File: config.mk
export PLATFORM = sky130hd
export DESIGN_NAME = voice_alloc_avm_master
export DESIGN_NICKNAME = d
export VERILOG_FILES = /design/src/rtl/voice_alloc_avm_master.sv
export SDC_FILE = /design/constraint.sdc
export NUM_CORES = 1
export LEC_CHECK = 0
export ABC_CLOCK_PERIOD_IN_PS = 2500
export CAP_MARGIN = 20
export CORE_MARGIN = 5
export CORE_UTILIZATION = 40
export DETAILED_ROUTE_END_ITERATION = 7
export PLACE_DENSITY_LB_ADDON = 0.3
export SYNTH_ARGS = -nofsm -noshare
export SYNTH_HDL_FRONTEND = slang
export SYNTH_SLANG_ARGS = --single-unit
File: constraint.sdc
create_clock -name clk -period 2.5 [get_ports clk]
set_input_delay 0.5 -clock clk [delete_from_list [all_inputs] [get_ports clk]]
set_output_delay 0.5 -clock clk [all_outputs]
set_load 0.02 [all_outputs]
File: src/rtl/voice_alloc_avm_master.sv
`default_nettype none
// ============================================================================
// voice_alloc_avm_master: note-event FIFO, voice allocator, Avalon-MM writer
// Revision 1.0
// ============================================================================
module voice_alloc_avm_master #(
    parameter int NUM_VOICES = 4,
    parameter int FIFO_DEPTH = 4,
    parameter int KEY_BASE   = 32,
    parameter int FREQ_BASE  = 40,
    parameter int AMP_BASE   = 48
) (
    input  logic                  clk,
    input  logic                  reset_n,
    input  logic                  ev_valid,
    output logic                  ev_ready,
    input  logic                  ev_on,
    input  logic [6:0]            ev_note,
    input  logic [6:0]            ev_vel,
    output logic [5:0]            avm_addr,
    output logic                  avm_write,
    output logic                  avm_cs,
    output logic [3:0]            avm_byte_en,
    output logic [31:0]           avm_writedata,
    input  logic                  avm_waitrequest,
    output logic [NUM_VOICES-1:0] voice_active,
    output logic                  busy,
    output logic                  drop
);
    localparam int VIDX_W = (NUM_VOICES > 1) ? $clog2(NUM_VOICES) : 1;
    localparam int PTR_W  = $clog2(FIFO_DEPTH);
    localparam int CNT_W  = PTR_W + 1;

    typedef enum logic [2:0] {
        IDLE      = 3'd0,
        DECODE    = 3'd1,
        WR_KEYOFF = 3'd2,
        WR_FREQ   = 3'd3,
        WR_AMP    = 3'd4,
        WR_KEYON  = 3'd5
    } state_t;

    state_t state, next_state;

    logic [14:0]      fifo_mem [FIFO_DEPTH];
    logic [PTR_W-1:0] wr_ptr, rd_ptr;
    logic [CNT_W-1:0] count;
    logic             push, pop;

    logic             cur_on;
    logic [6:0]       cur_note, cur_vel;

    logic [NUM_VOICES-1:0] active;
    logic [6:0]            note_tab [NUM_VOICES];
    logic [VIDX_W-1:0]     steal_ptr, vsel, dec_voice;
    logic                  dec_set, dec_clear, dec_steal;
    logic                  match_found, free_found;
    logic [VIDX_W-1:0]     match_idx, free_idx;

    // Full stays not-ready even when a pop coincides, so ready never depends on pop.
    assign ev_ready     = (count != CNT_W'(FIFO_DEPTH));
    assign push         = ev_valid && ev_ready;
    assign avm_cs       = avm_write;
    assign avm_byte_en  = 4'b1111;
    assign voice_active = active;
    assign busy         = (state != IDLE) || (count != '0);

    always_ff @(posedge clk) begin
        if (push)
            fifo_mem[wr_ptr] <= {ev_on, ev_note, ev_vel};
    end

    always_ff @(posedge clk or negedge reset_n) begin
        if (!reset_n) begin
            wr_ptr   <= '0;
            rd_ptr   <= '0;
            count    <= '0;
            cur_on   <= 1'b0;
            cur_note <= '0;
            cur_vel  <= '0;
        end else begin
            if (push)
                wr_ptr <= wr_ptr + PTR_W'(1);
            if (pop) begin
                rd_ptr                      <= rd_ptr + PTR_W'(1);
                {cur_on, cur_note, cur_vel} <= fifo_mem[rd_ptr];
            end
            case ({push, pop})
                2'b10:   count <= count + CNT_W'(1);
                2'b01:   count <= count - CNT_W'(1);
                default: ;
            endcase
        end
    end

    // Descending scan so the lowest matching / free index ends up selected.
    always_comb begin
        match_found = 1'b0;
        match_idx   = '0;
        free_found  = 1'b0;
        free_idx    = '0;
        for (int i = NUM_VOICES - 1; i >= 0; i--) begin
            if (active[i] && (note_tab[i] == cur_note)) begin
                match_found = 1'b1;
                match_idx   = VIDX_W'(i);
            end
            if (!active[i]) begin
                free_found = 1'b1;
                free_idx   = VIDX_W'(i);
            end
        end
    end

    always_ff @(posedge clk or negedge reset_n) begin
        if (!reset_n)
            state <= IDLE;
        else
            state <= next_state;
    end

    always_comb begin
        next_state    = state;
        pop           = 1'b0;
        drop          = 1'b0;
        avm_write     = 1'b0;
        avm_addr      = '0;
        avm_writedata = '0;
        dec_voice     = vsel;
        dec_set       = 1'b0;
        dec_clear     = 1'b0;
        dec_steal     = 1'b0;
        case (state)
            IDLE: begin
                if (count != '0) begin
                    pop        = 1'b1;
                    next_state = DECODE;
                end
            end
            DECODE: begin
                if (cur_on) begin
                    if (match_found) begin
                        dec_voice  = match_idx;
                        next_state = WR_KEYOFF;
                    end else if (free_found) begin
                        dec_voice  = free_idx;
                        dec_set    = 1'b1;
                        next_state = WR_FREQ;
                    end else begin
                        dec_voice  = steal_ptr;
                        dec_set    = 1'b1;
                        dec_steal  = 1'b1;
                        next_state = WR_KEYOFF;
                    end
                end else if (match_found) begin
                    dec_voice  = match_idx;
                    dec_clear  = 1'b1;
                    next_state = WR_KEYOFF;
                end else begin
                    drop       = 1'b1;
                    next_state = IDLE;
                end
            end
            WR_KEYOFF: begin
                avm_write = 1'b1;
                avm_addr  = 6'(KEY_BASE) + 6'(vsel);
                if (!avm_waitrequest)
                    next_state = cur_on ? WR_FREQ : IDLE;
            end
            WR_FREQ: begin
                avm_write     = 1'b1;
                avm_addr      = 6'(FREQ_BASE) + 6'(vsel);
                avm_writedata = {25'b0, cur_note};
                if (!avm_waitrequest)
                    next_state = WR_AMP;
            end
            WR_AMP: begin
                avm_write     = 1'b1;
                avm_addr      = 6'(AMP_BASE) + 6'(vsel);
                avm_writedata = {16'b0, cur_vel, 9'b0};
                if (!avm_waitrequest)
                    next_state = WR_KEYON;
            end
            WR_KEYON: begin
                avm_write     = 1'b1;
                avm_addr      = 6'(KEY_BASE) + 6'(vsel);
                avm_writedata = 32'd1;
                if (!avm_waitrequest)
                    next_state = IDLE;
            end
            default: next_state = IDLE;
        endcase
    end

    always_ff @(posedge clk or negedge reset_n) begin
        if (!reset_n) begin
            active    <= '0;
            steal_ptr <= '0;
            vsel      <= '0;
            for (int i = 0; i < NUM_VOICES; i++)
                note_tab[i] <= '0;
        end else begin
            vsel <= dec_voice;
            if (dec_set) begin
                active[dec_voice]   <= 1'b1;
                note_tab[dec_voice] <= cur_note;
            end
            if (dec_clear)
                active[dec_voice] <= 1'b0;
            if (dec_steal)
                steal_ptr <= (steal_ptr == VIDX_W'(NUM_VOICES - 1)) ? '0 : steal_ptr + VIDX_W'(1);
        end
    end
endmodule
`default_nettype wire

==> results.md, run 1 <==
* Total CTS buffers at 17
* I/O Buffers at 46
* Ant diodes at 0
* Number of enable flip-flop cells after synthesis at 60
* Power Dens Cells at roughly 1300 nW/um2
* Layout area overhead at 24.43%
* CTS Sinks at around 120
* Max-cap viol count at 0
* Slew margin rel. at 0.5932
* Die outline height at roughly 130 um
* CTS Hold Bufs at 0
* Average instance area after synthesis at 14.41 um2
* Worst IR Drop VDD at 715.7 uV
* Fillers at roughly 1200
* Post-synthesis sequential area ratio at 0.5951
* Gpl congestion at between 0.9 and 1
* GRT Util Overall at 0.1478
* CORE AREA at 13770 um2
* Hold crit path type: input pin to async pin
* Setup violators final at 0
* Starting Density at 0.4061
* Synth warn at 0
* Largest net degree at the start of global routing at 40
* Yosys cell types at 44
* Die X at 128.2 um
* Drt first pass iters at 4
* Synth area leader: edfxtp_1
* Crit path DAT at 1950 ps
* Fin crit share at 0.9781
* Commonest non-fill, non-tap cell in the layout: edfxtp_1
* Top_reg_cell synth: dfrtp_1
* Crit. End Element: output pin
* Final non-filler cell area at 6959 um2
* First-pass GRT wire length at 18.35 mm
* Sequential fraction of design power at 0.367
* Routed Antenna Nets at 0
* Iteration-0 DRC Markers at roughly 210
* Net Sw Frac at 0.3408
* Pins over their slew limit at 0
* Max Clock Freq at 409.0 MHz
* Die Area at 16450 um2
* Max FO, Critical Path at 6
* #FFs+latches synth at 121
* Initial antenna violation count at 0
* Row Count at 43
* Internal at 6.035 mW
* Placed instance area at 6365 um2
* Commonest cells after routing, fill and taps aside: edfxtp_1 (60), dfrtp_1 (51), mux2_2 (38), buf_4 (36)
* HPWL Detailed at 7.910 mm
* Slew at the pin closest to its max-slew limit at roughly 610 ps
* Net count, final at 496
* Top cells by area, synth: edfxtp_1 (32%), dfrtp_1 (27%), mux2_2 (7.7%), mux4_2 (6.0%), xor2_1 (3.6%)
* Vias in the first global route at 3530
* WP data required at 2000 ps
* Global route overflow at 0
* Mapped cell area at 5593 um2
* Share of synthesized registers carrying an async set or reset at 0.5041
* CTS root buffer: clkbuf_16
* Outcome: finished clean
* Combinational share of power at 0.373
* Crit path time final at 2445 ps
* P_leak at 2.902 nW
* Sw power at between 3 and 4 mW
* Remaining DRCs at 0
* Vias/cell at 4.958
* DR WL/cell at 17.20 um
* CP Class: register to output pin
* Max clock buf depth at 2
* CTS tree: built
* Routed WL at ~11 mm
* Skew final at 8.362 ps
* Setup TNS at 0 ps
* Ports at 70
* Clock Pin Slew Worst Setup and Hold Paths at 50 ps
* Vias at 3282
* Final Hold Viols at 0
* Final std cells w/o fill at 662
* RSZ-0062 raised after global routing: yes
* Placed cells at 629
* Share of cells above drive strength 1 at 0.3320
* Worst-Skew Late Latency at 410 ps
* CP Launch Type: register
* Final hold slack at between 90 and 100 ps
* Clock power share at 0.260
* Share of Yosys cell area claimed by the top area cell type at 0.3221
* H-Tree Depth at 4
* Gate Count Post-Synth at 388
layer usage:
layer  vias up  routed length, um  GRT usage
met3        19                656    0.04792
li1       1522                  -          -
met1      1642               4745     0.1758
met2        99               5781     0.2498
met5         -                  0          0
met4         0                205    0.05493
Yosys cell counts (2+ instances only):
library cell	n
and3_1	4
nand3b_1	3
a2bb2oi_1	4
nor4_2	2
clkbuf_1	9
nor3_1	4
edfxtp_1	60
nor2_1	7
inv_1	12
xnor2_1	11
mux4_2	15
dfrtp_1	61
xor2_1	23
mux2_2	38
and2_1	19
a31oi_1	3
nor3b_1	3
mux2_4	7
a21o_1	2
buf_2	4
nor2b_1	5
buf_6	3
nand3_1	4
conb_1	2
ha_1	7
nand2_1	15
buf_4	26
a21oi_1	3
o21ai_0	10
nor4_1	4
nand4_1	5
power by group through the flow:
stage          Combinational [mW]  Sequential, mW  Clock [mW]
2_1_floorplan                2.55            3.08           0
3_3_place_gp                 3.38            3.34           0
3_5_place_dp                 3.44            3.36           0
4_1_cts                      3.45            3.36        2.44
5_1_grt                      3.73            3.45        2.53
6_report                     3.41            3.36        2.38
per-stage QoR:
stage | util | total power [mW] | worst slack [ps]
global placement | 0.4621 | 6.717 | 63.84
floorplan | - | 5.627 | 110.2
detailed placement | 0.4621 | 6.800 | 29.22
finish | 0.5053 | 9.156 | 54.83
global route | 0.5053 | 9.713 | -60.32
CTS | 0.5063 | 9.238 | -76.00
registers in the layout, indices dropped and copies added (netlist names):
name / cells
steal_ptr: 2
note_tab: 28
count: 3
voice_active: 4
state: 3
cur_vel: 7
cur_on: 1
rd_ptr: 2
wr_ptr: 2
fifo_mem: 60
cur_note: 7
vsel: 2
worst paths after layout:
path	cells after the start	to	startpoint	slack, ps
worst max-delay path	6	drop	cur_note[1]	50
worst min-delay path	1	steal_ptr[0]	reset_n	100
worst max register to register	9	note_tab[27]	cur_note[1]	80
worst min register to register	1	cur_vel[2]	cur_vel[2]	500
max in group asynchronous	2	cur_note[2]	reset_n	1770
min in group clk	1	cur_vel[2]	cur_vel[2]	500
layout make-up:
cell class	instances	area, um2	area share
Timing Repair Buffer	84	704.4	0.1012
Clock inverter	13	145.1	0.02086
Tap cell	180	225.2	0.03236
Clock buffer	19	442.9	0.06365
Sequential cell	121	3341	0.4800
Inverter	12	45.04	0.006472
Multi-Input combinational cell	233	2056	0.2954
kinds of logic after synthesis:
group / count (synthesis) / synth area share
AOI/OAI and AO/OA: 29 / 0.03423
xor gates and xnor gates: 34 / 0.05324
muxes: 60 / 0.1557
DFF: 121 / 0.5951
other: 2 / 0.001343
adders and majority gates: 8 / 0.01924
and+or+nand+nor: 79 / 0.08188
buffers and inverters: 55 / 0.05928
what timing repair did:
item / in CTS / in global routing
hold endpoints to repair: 0 / 0
pin swaps: 1 / 5
resized for setup: 40 / 20
endpoints found under the setup margin: 23 / 16
setup buffers: 0 / 1
critical path, stage by stage, from the launching register on:
cell and delay, ps:
dfrtp_2 460, xor2_1 190, nor4_2 310, nand4_1 160
nand4_1 170, nor3_1 70, clkbuf_2 170
(Power assumes the default switching activity.)
==> run 2: changes to the inputs <==
- SLEW_MARGIN: default -> 40
==> results of run 2 <==
Same layout as run 1: the final DEF is identical, and so are final timing and power.
==> run 3: changes to the inputs <==
- CAP_MARGIN: 20 -> 10
==> results of run 3 <==
Same layout as run 1: the final DEF is identical, and so are final timing and power.
